`src/rtl/factor_judge_if.sv`:
```
// factor_judge_if: player-facing bundle of the answer checker.
//   master side (digit-entry front end / bench) drives DEC and D1..D3,
//   slave side (factor_judge) drives RESULT, STATE, TARGET, SCORE, BUSY.
//   DEC           decide strobe
//   D1, D2, D3    latched player digits, legal range 1..9
//   RESULT        verdict code: 00 none, 01 wrong, 11 correct
//   STATE         FSM state code for display/debug
//   TARGET        current target value from the problem table
//   SCORE         correct-answer count, saturating at 15
//   BUSY          high in every state except IDLE
interface factor_judge_if;
  logic       DEC;
  logic [3:0] D1;
  logic [3:0] D2;
  logic [3:0] D3;
  logic [1:0] RESULT;
  logic [3:0] STATE;
  logic [9:0] TARGET;
  logic [3:0] SCORE;
  logic       BUSY;

  modport master (
    output DEC, D1, D2, D3,
    input  RESULT, STATE, TARGET, SCORE, BUSY
  );

  modport slave (
    input  DEC, D1, D2, D3,
    output RESULT, STATE, TARGET, SCORE, BUSY
  );
endinterface

```
`src/rtl/factor_judge.sv`:
```
// factor_judge: answer-checking engine of the factorization game.
// On DEC in IDLE it captures three digits, multiplies them with a
// sequential shift-add multiplier (4 cycles per operand), compares the
// product with the current problem-table target and shows a verdict for
// HOLD_CYCLES cycles. Correct answers advance the table and the score.
// Ports:
//   CLK    system clock, rising edge
//   RST_N  asynchronous active-low reset
//   bus    factor_judge_if.slave (DEC, D1..D3 in; RESULT, STATE,
//          TARGET, SCORE, BUSY out)
module factor_judge #(
  parameter int unsigned HOLD_CYCLES = 50000000
) (
  input  logic           CLK,
  input  logic           RST_N,
  factor_judge_if.slave  bus
);

  typedef enum logic [3:0] {
    IDLE    = 4'd0,
    CAPTURE = 4'd1,
    MUL1    = 4'd2,
    MUL2    = 4'd3,
    CHECK   = 4'd4,
    SHOW    = 4'd5,
    DONE    = 4'd6
  } state_t;

  // The hold counter only ever holds HOLD_CYCLES-1 down to 0.
  localparam int HOLD_W = (HOLD_CYCLES > 1) ? $clog2(HOLD_CYCLES) : 1;
  localparam logic [HOLD_W-1:0] HOLD_LOAD = HOLD_W'(HOLD_CYCLES - 1);

  state_t            state_reg,  state_next;
  logic [3:0]        a1_reg,     a1_next;
  logic [3:0]        a2_reg,     a2_next;
  logic [3:0]        a3_reg,     a3_next;
  logic [9:0]        mcand_reg,  mcand_next;
  logic [9:0]        acc_reg,    acc_next;
  logic [1:0]        step_reg,   step_next;
  logic [2:0]        idx_reg,    idx_next;
  logic [3:0]        score_reg,  score_next;
  logic [1:0]        result_reg, result_next;
  logic [HOLD_W-1:0] hold_reg,   hold_next;

  logic [9:0] target;
  logic [9:0] addend;
  logic       digits_ok;

  function automatic logic digit_legal(input logic [3:0] d);
    return (d != 4'd0) && (d <= 4'd9);
  endfunction

  // Fixed problem table.
  always_comb begin
    case (idx_reg)
      3'd0:    target = 10'd12;
      3'd1:    target = 10'd30;
      3'd2:    target = 10'd42;
      3'd3:    target = 10'd60;
      3'd4:    target = 10'd105;
      3'd5:    target = 10'd168;
      3'd6:    target = 10'd210;
      default: target = 10'd504;
    endcase
  end

  assign digits_ok = digit_legal(a1_reg) && digit_legal(a2_reg) && digit_legal(a3_reg);

  always_ff @(posedge CLK or negedge RST_N) begin
    if (!RST_N) begin
      state_reg  <= IDLE;
      a1_reg     <= '0;
      a2_reg     <= '0;
      a3_reg     <= '0;
      mcand_reg  <= '0;
      acc_reg    <= '0;
      step_reg   <= '0;
      idx_reg    <= '0;
      score_reg  <= '0;
      result_reg <= '0;
      hold_reg   <= '0;
    end else begin
      state_reg  <= state_next;
      a1_reg     <= a1_next;
      a2_reg     <= a2_next;
      a3_reg     <= a3_next;
      mcand_reg  <= mcand_next;
      acc_reg    <= acc_next;
      step_reg   <= step_next;
      idx_reg    <= idx_next;
      score_reg  <= score_next;
      result_reg <= result_next;
      hold_reg   <= hold_next;
    end
  end

  always_comb begin
    state_next  = state_reg;
    a1_next     = a1_reg;
    a2_next     = a2_reg;
    a3_next     = a3_reg;
    mcand_next  = mcand_reg;
    acc_next    = acc_reg;
    step_next   = step_reg;
    idx_next    = idx_reg;
    score_next  = score_reg;
    result_next = result_reg;
    hold_next   = hold_reg;
    addend      = '0;

    case (state_reg)
      IDLE: begin
        if (bus.DEC) state_next = CAPTURE;
      end
      CAPTURE: begin
        // Entry block updated its digits on the DEC edge, so they are stable now.
        a1_next    = bus.D1;
        a2_next    = bus.D2;
        a3_next    = bus.D3;
        acc_next   = '0;
        mcand_next = '0;
        step_next  = '0;
        state_next = MUL1;
      end
      MUL1: begin
        if (a2_reg[step_reg]) addend = 10'(a1_reg) << step_reg;
        acc_next  = acc_reg + addend;
        step_next = step_reg + 2'd1;
        if (step_reg == 2'd3) begin
          // a1*a2 becomes the multiplicand of the second pass; the step
          // counter wraps to 0 on its own.
          mcand_next = acc_reg + addend;
          acc_next   = '0;
          state_next = MUL2;
        end
      end
      MUL2: begin
        if (a3_reg[step_reg]) addend = mcand_reg << step_reg;
        acc_next  = acc_reg + addend;
        step_next = step_reg + 2'd1;
        if (step_reg == 2'd3) state_next = CHECK;
      end
      CHECK: begin
        hold_next = HOLD_LOAD;
        if (digits_ok && (acc_reg == target)) begin
          result_next = 2'b11;
          if (score_reg != 4'd15) score_next = score_reg + 4'd1;
          if (idx_reg == 3'd7) begin
            state_next = DONE;
          end else begin
            idx_next   = idx_reg + 3'd1;
            state_next = SHOW;
          end
        end else begin
          result_next = 2'b01;
          state_next  = SHOW;
        end
      end
      SHOW: begin
        if (hold_reg == '0) begin
          result_next = 2'b00;
          state_next  = IDLE;
        end else begin
          hold_next = hold_reg - 1'b1;
        end
      end
      DONE: begin
        // Terminal until reset.
      end
      default: begin
        state_next = IDLE;
      end
    endcase
  end

  assign bus.RESULT = result_reg;
  assign bus.STATE  = state_reg;
  assign bus.TARGET = target;
  assign bus.SCORE  = score_reg;
  assign bus.BUSY   = (state_reg != IDLE);

endmodule

```
`src/flat_wrapper.sv`:
```
// flat-port wrapper written by rule: the top's interface ports become plain ports
module factor_judge_flat 
#(
  parameter int unsigned HOLD_CYCLES = 50000000
)
  (CLK, RST_N, bus_DEC, bus_D1, bus_D2, bus_D3, bus_RESULT, bus_STATE, bus_TARGET, bus_SCORE, bus_BUSY);
  factor_judge_if bus_i ();
  input  logic CLK;
  input  logic RST_N;
  input wire logic [$bits(bus_i.DEC)-1:0] bus_DEC;
  input wire logic [$bits(bus_i.D1)-1:0] bus_D1;
  input wire logic [$bits(bus_i.D2)-1:0] bus_D2;
  input wire logic [$bits(bus_i.D3)-1:0] bus_D3;
  output wire logic [$bits(bus_i.RESULT)-1:0] bus_RESULT;
  output wire logic [$bits(bus_i.STATE)-1:0] bus_STATE;
  output wire logic [$bits(bus_i.TARGET)-1:0] bus_TARGET;
  output wire logic [$bits(bus_i.SCORE)-1:0] bus_SCORE;
  output wire logic [$bits(bus_i.BUSY)-1:0] bus_BUSY;
  assign bus_i.DEC = bus_DEC;
  assign bus_i.D1 = bus_D1;
  assign bus_i.D2 = bus_D2;
  assign bus_i.D3 = bus_D3;
  assign bus_RESULT = bus_i.RESULT;
  assign bus_STATE = bus_i.STATE;
  assign bus_TARGET = bus_i.TARGET;
  assign bus_SCORE = bus_i.SCORE;
  assign bus_BUSY = bus_i.BUSY;
  factor_judge #(.HOLD_CYCLES(HOLD_CYCLES)) u_core (.CLK(CLK), .RST_N(RST_N), .bus(bus_i));
endmodule
```
`config.mk`:
```
export PLATFORM = sky130hd
export DESIGN_NAME = factor_judge_flat
export DESIGN_NICKNAME = d
export VERILOG_FILES = /design/src/rtl/factor_judge_if.sv /design/src/rtl/factor_judge.sv /design/src/flat_wrapper.sv
export SDC_FILE = /design/constraint.sdc
export NUM_CORES = 1
export LEC_CHECK = 0
export ABC_CLOCK_PERIOD_IN_PS = 5600
export CAP_MARGIN = 10
export CELL_PAD_IN_SITES_DETAIL_PLACEMENT = 0
export CELL_PAD_IN_SITES_GLOBAL_PLACEMENT = 1
export CORE_MARGIN = 1
export CORE_UTILIZATION = 26
export CTS_CLUSTER_DIAMETER = 100
export DETAILED_ROUTE_END_ITERATION = 12
export HOLD_SLACK_MARGIN = 0.15
export PLACE_DENSITY = 0.57
export SETUP_SLACK_MARGIN = 0.2
export SLEW_MARGIN = 25
export SYNTH_ARGS = -nofsm -noshare
export SYNTH_HDL_FRONTEND = slang
export SYNTH_SLANG_ARGS = --single-unit
export TNS_END_PERCENT = 20
```
`constraint.sdc`:
```
create_clock -name CLK -period 5.6 [get_ports CLK]
set_clock_uncertainty 0.15 [all_clocks]
set_input_delay 1.68 -clock CLK [delete_from_list [all_inputs] [get_ports CLK]]
set_output_delay 1.68 -clock CLK [all_outputs]
set_load 0.03 [all_outputs]
```
# Word-level counts from Yosys, hierarchy flattened
# Index checks and enable logic that the tools add are counted.
dict set report totals {
  in_bits 15
  elab_cells 96
  out_inout_bits 21
  ff_bits 73
}
dict set report classes {
  magnitude_cmp 4
  reduce_logical 24
  shift 2
  n_addsub 6
  n_eq_ne 21
  n_bitwise 2
  n_mux 26
}
# operator n
set op_table {}
lappend op_table {{9-bit one-hot mux with 7 select lines} 1}
lappend op_table {{10-bit 2-to-1 mux} 6}
lappend op_table {{26-bit one-hot mux with 2 select lines} 1}
lappend op_table {{10-bit one-hot mux with 3 select lines} 1}
lappend op_table {{4-bit one-hot mux with 7 select lines} 1}
lappend op_table {{26-bit zero test} 1}
lappend op_table {{26-bit 2-to-1 mux} 1}
lappend op_table {{26-bit by 1-bit subtractor with 26-bit output, second input constant} 1}
lappend op_table {{10-bit adder} 2}
lappend op_table {{10-bit one-hot mux with 2 select lines} 1}
lappend op_table {{4-bit 2-to-1 mux} 4}
lappend op_table {{4-bit nonzero test} 4}
lappend op_table {{3-bit equality test, second input constant} 4}
lappend op_table {{4-bit by 3-bit equality test with 1-bit output, second input constant} 3}
lappend op_table {{4-bit <= comparator, second input constant} 3}
lappend op_table {{10-bit by 9-bit equality test with 1-bit output} 1}
lappend op_table {{10-bit by 2-bit << shifter with 10-bit output} 1}
lappend op_table {{4-bit by 2-bit << shifter with 10-bit output} 1}
lappend op_table {{4-bit by 2-bit equality test with 1-bit output, second input constant} 2}
lappend op_table {{2-bit 2-to-1 mux} 4}
lappend op_table {{2-bit one-hot mux with 2 select lines} 2}
lappend op_table {{3-bit by 2-bit equality test with 1-bit output, second input constant} 2}
lappend op_table {{1-bit logical AND} 6}
lappend op_table {{2-bit by 1-bit inequality test with 1-bit output, second input constant} 3}
lappend op_table {{other kinds (20)} 29}

# Longest topological paths before layout
dict set report logic_depth {
  depth_word 7
  depth_mapped 14
  depth_no_buf 11
}

# Least setup slack after synthesis
# OpenSTA, ideal clock, no wires.
dict set report synth_path {
  path_type {register -> output}
  start {register u_core.idx_reg[0]}
  end {output port bus_TARGET[7]}
  stages_incl_launch_ff 5
  n_path_buf 0
  path_slack_ns 2.097
  t_arrival_ns 1.673
  required_ns 3.770
  cell_sequence {dfrtp_1 > ha_1 > ha_1 > or4_4 > nand2_1}
}
dict set report synth_via {
  elab_chain_cells 2
  elab_cells_between_ends 8
  cone_classes {eq/ne: 6; mux: 1; reduce/logical: 1}
}
# element line_no
set synth_rtl {}
lappend synth_rtl {{start, declared} factor_judge.sv:40} ;# logic [2:0] idx_reg, idx_next;
lappend synth_rtl {{start signal, assigned} factor_judge.sv:90} ;# idx_reg <= idx_next;
lappend synth_rtl {{3-bit equality test, or another cell as far along} factor_judge.sv:55} ;# case (idx_reg)
lappend synth_rtl {{9-bit one-hot mux with 7 select lines *} factor_judge.sv:55}
lappend synth_rtl {{end, declared} flat_wrapper.sv:16} ;# output wire logic [$bits(bus_i.TARGET)-1:0] bus_TARGET;
# Every way passes the cells marked *; elsewhere a longest branch is shown, timed or not.

# Worst setup path in the final report
dict set report layout_path {
  start {register u_core.idx_reg[2]}
  end {output port bus_TARGET[7]}
}
# The elaborated chain is that of the path after synthesis.

==> summary by stage <==
STA
Across all setup checks in the final design, the least slack found is 1.13 ns. At the pin with the least slew margin, the transition time is 0.889 ns. Setup repair after global routing left no endpoint under its margin. The clock period minus worst slack is ~4.5 ns. The total count of max-transition violations in the final report is 0.

The worst path uses around 80% of the clock period. The total of endpoints with negative setup slack in the final report is 0. In the final timing run, aggregate negative setup slack is 0 ns. Derived from the worst setup path, the maximum achievable clock frequency is 224 MHz. The final-report hold violation count is 0. The tightest slew margin relative to the limit is roughly two fifths.

Floorplan
36 I/O pins were placed. After floorplanning, the core was divided into 49 placement rows. The die area is 19100 sq um. The die boundary width is 138 um. The floorplan step set the die height to approximately 140 um.

The region available for standard cell placement spans roughly 18000 sq um. Once the floorplan was initialized, standard cells occupied 26.7% of the core.

Placement
The setup slack at placement is about 1.5 ns. Detailed placement ended at an HPWL of 9.25 mm. The count of buffers from port buffering is 33. The placed instances occupy a cell area of 5410 sq um. The congestion estimate from routability-driven global placement came to 0.838.

Synthesis
The average instance in the mapped netlist occupies about 9.6 sq um. The post-synthesis register bit count is 72. The share of the Yosys chip area taken by registers is between 30% and 40%.

The number of different library cells in the post-synthesis netlist is 67. The total number of yosys warnings is 0. For this run, the leading register cell type out of synthesis is sky130_fd_sc_hd__dfrtp_1. The instance count of the mapped netlist is approximately 510. Counting flops with an async set or reset pin after synthesis yields a share of 100%. The number of synthesized flops with an enable pin is 0.

The cell area that synthesis handed to floorplanning was about 4800 sq um.

Route
For this block, the via count after detailed routing is around 3900. The detail route stage leaves a number of antenna-violating nets equal to 0. The post-route DRC violation count is 4. The first detailed-routing pass took 9 iterations. The DRC violation total after the first TritonRoute iteration is approximately 200. After detailed routing, the total wire length is 12.5 mm. After detailed routing, the number of vias per cell comes to approximately 5. The average routed wire per standard cell is around 16 um.

Outcome
The checks that failed: design-rule violations. The run finished, with violations left.

Clock network
The clock latency on the worst-skew pair is 0.34 ns. The clock drives just over 70 sinks. The CTS tree is done. The post-cts sizing count is 0.

The count of buffers added by post-CTS timing repair for setup is 0. The total clock buffers created by CTS is 9. After clock tree synthesis, the clock-pin slew on the worst setup and hold paths is 0.06 ns. The clock passes through at most 2 buffers. The cell at the root of the clock tree is sky130_fd_sc_hd__clkbuf_16.

Buffers inserted to repair hold after CTS numbered 0. The total number of H-tree levels is 3.

Critical path
The slowest stage of the critical path is the sky130_fd_sc_hd__clkdlybuf4s50_1 cell. Counting both buffers and inverters, the worst setup path holds a total of 2. Among cell families on the critical path, the largest total delay comes from buffers and inverters.

The data arrival time of the critical path is roughly 2.6 ns. By startpoint and endpoint, the worst setup path is classified as reg2out. The worst setup path is launched from a register. Walking the worst path, the cells encountered are inv_1, ha_1, or4_4, nand2_1, clkdlybuf4s50_1. The top fanout value on the critical path is 13. The category of the worst setup path capture point is a primary output.

The required arrival time at the worst endpoint is approximately 3.8 ns. The maximum single-stage delay on the critical path is 0.68 ns.

Min path
The classification of the worst-slack hold path is reg2reg.

Layout
The sequential cells in the finished layout cover a total of 1800 sq um. From synthesis to final layout, the design area changed by 18.5%. The post-route netlist has a little over a tenth of its cells at a drive strength greater than 1. The final instance area is 5720 sq um. The total area of multi-input combinational cells is slightly below 3000 sq um.

The flip-flop count of the largest register after layout is 26. The filler cells instantiated in the layout total around 1800. The final net count is around 580. The number of antenna repair diodes is 0.

Pwr
The standby leakage power is 2.37 nW. Power comes to ~2.8 mW. VDD sags by at most around 0.00019 V. Dividing total power by cell area gives a power density of 486 nW/um^2.

Global routing
The total overflow left after global routing is 0. The number of antenna violations at the first check in global routing came to 0. The largest net degree at the start of global routing is between 70 and 80.

Global routing used approximately 14% of the available tracks across all layers. The via count of the first global-routing pass is just under 4000. The first global-routing pass estimated between 20 and 25 mm of wire.

Run
The number of maximum-capacitance constraint violations is 0.
synth_stat cells, types with 5 or more instances:
master,count,area [sq um]
sky130_fd_sc_hd__dfrtp_1,72,1800
sky130_fd_sc_hd__nand2_1,49,184
sky130_fd_sc_hd__o21ai_0,40,200
sky130_fd_sc_hd__nor2_1,27,101
sky130_fd_sc_hd__ha_1,25,313
sky130_fd_sc_hd__xor2_1,20,175
sky130_fd_sc_hd__xnor2_1,19,166
sky130_fd_sc_hd__nand3_1,18,90.1
sky130_fd_sc_hd__a21oi_1,17,85.1
sky130_fd_sc_hd__nor3_1,17,85.1
sky130_fd_sc_hd__clkbuf_1,15,56.3
sky130_fd_sc_hd__inv_1,15,56.3
sky130_fd_sc_hd__mux2_2,15,169
sky130_fd_sc_hd__nor2b_1,10,62.6
sky130_fd_sc_hd__a211oi_1,8,60.1
sky130_fd_sc_hd__or4_1,8,60.1
sky130_fd_sc_hd__a22o_1,7,61.3
sky130_fd_sc_hd__and3_1,7,43.8
sky130_fd_sc_hd__nor4_1,7,43.8
sky130_fd_sc_hd__a31oi_1,6,37.5
sky130_fd_sc_hd__mux4_2,6,135
sky130_fd_sc_hd__a21o_1,5,37.5
sky130_fd_sc_hd__and2_1,5,31.3
layout make-up:
class | instances | share of cell area, %
Clock buffer | 11 | 4.24
Clock inverter | 3 | 1.18
Multi-Input combinational cell | 396 | 50.4
Tap cell | 229 | 5.01
Timing Repair Buffer | 39 | 6.58
Sequential cell | 72 | 31.5
Inverter | 16 | 1.07
layer usage:
layer	GRT usage, %	vias up	part of all wire, %
met5	0	-	0
met4	5.03	0	1.5
met3	2.74	9	4.1
met2	22.0	70	46
met1	19.0	1928	48
li1	-	1907	-
worst paths after layout:
path                            slack (ns)  depth (start not counted)                   end                 start
worst max-delay path                  1.13                          5         bus_TARGET[7]     u_core.idx_reg[2]
worst min-delay path                  0.33                          2  u_core.bus.RESULT[0]  u_core.bus.RESULT[0]
worst max register to register        2.08                         10     u_core.acc_reg[9]    u_core.step_reg[0]
worst min register to register        0.33                          2  u_core.bus.RESULT[0]  u_core.bus.RESULT[0]
max in group asynchronous             3.60                          1   u_core.mcand_reg[7]                 RST_N
min in group asynchronous             1.22                          1    u_core.hold_reg[7]                 RST_N
worst min-delay path, stage by stage, from the launching register on:
cell and delay [ns]:
sky130_fd_sc_hd__dfrtp_1 0.35, sky130_fd_sc_hd__nand2_1 0.05, sky130_fd_sc_hd__nand2_1 0.05
metrics by stage:
stage               std cells  hold WS, ns  utilization (%)
floorplan                 506        0.300                -
global placement          752        0.310             29.9
detailed placement        752        0.317             29.9
CTS                       766        0.332             31.6
global route              766        0.393             31.6
finish                    766        0.335             31.6
cells by family after synthesis:
group           share of synthesized area (%)
simple gates                             20.8
compound gates                           15.9
flops                                    37.3
xor+xnor                                 7.07
buf+inv                                  3.34
mux                                      8.21
fa+ha+maj                                7.31
other cells                            0.0777
report_power, final:
group | switching (mW) | internal [mW] | total, mW
Sequential | 0.275 | 0.710 | 0.985
Clock | 0.219 | 0.397 | 0.616
Combinational | 0.654 | 0.523 | 1.18
cells in the final DEF (no fill, tap or decap), drive strengths merged, types with 8 or more instances in the layout:
master         count
nor4               8
nor2              27
clkbuf            11
xor2              20
or4                9
nand2             49
clkdlybuf4s50     32
nor2b             10
o21ai             40
dfrtp             72
xnor2             19
nor3              17
ha                25
a211oi             8
a21oi             17
nand3             20
inv               15
mux2              19
(Power assumes the default switching activity.)
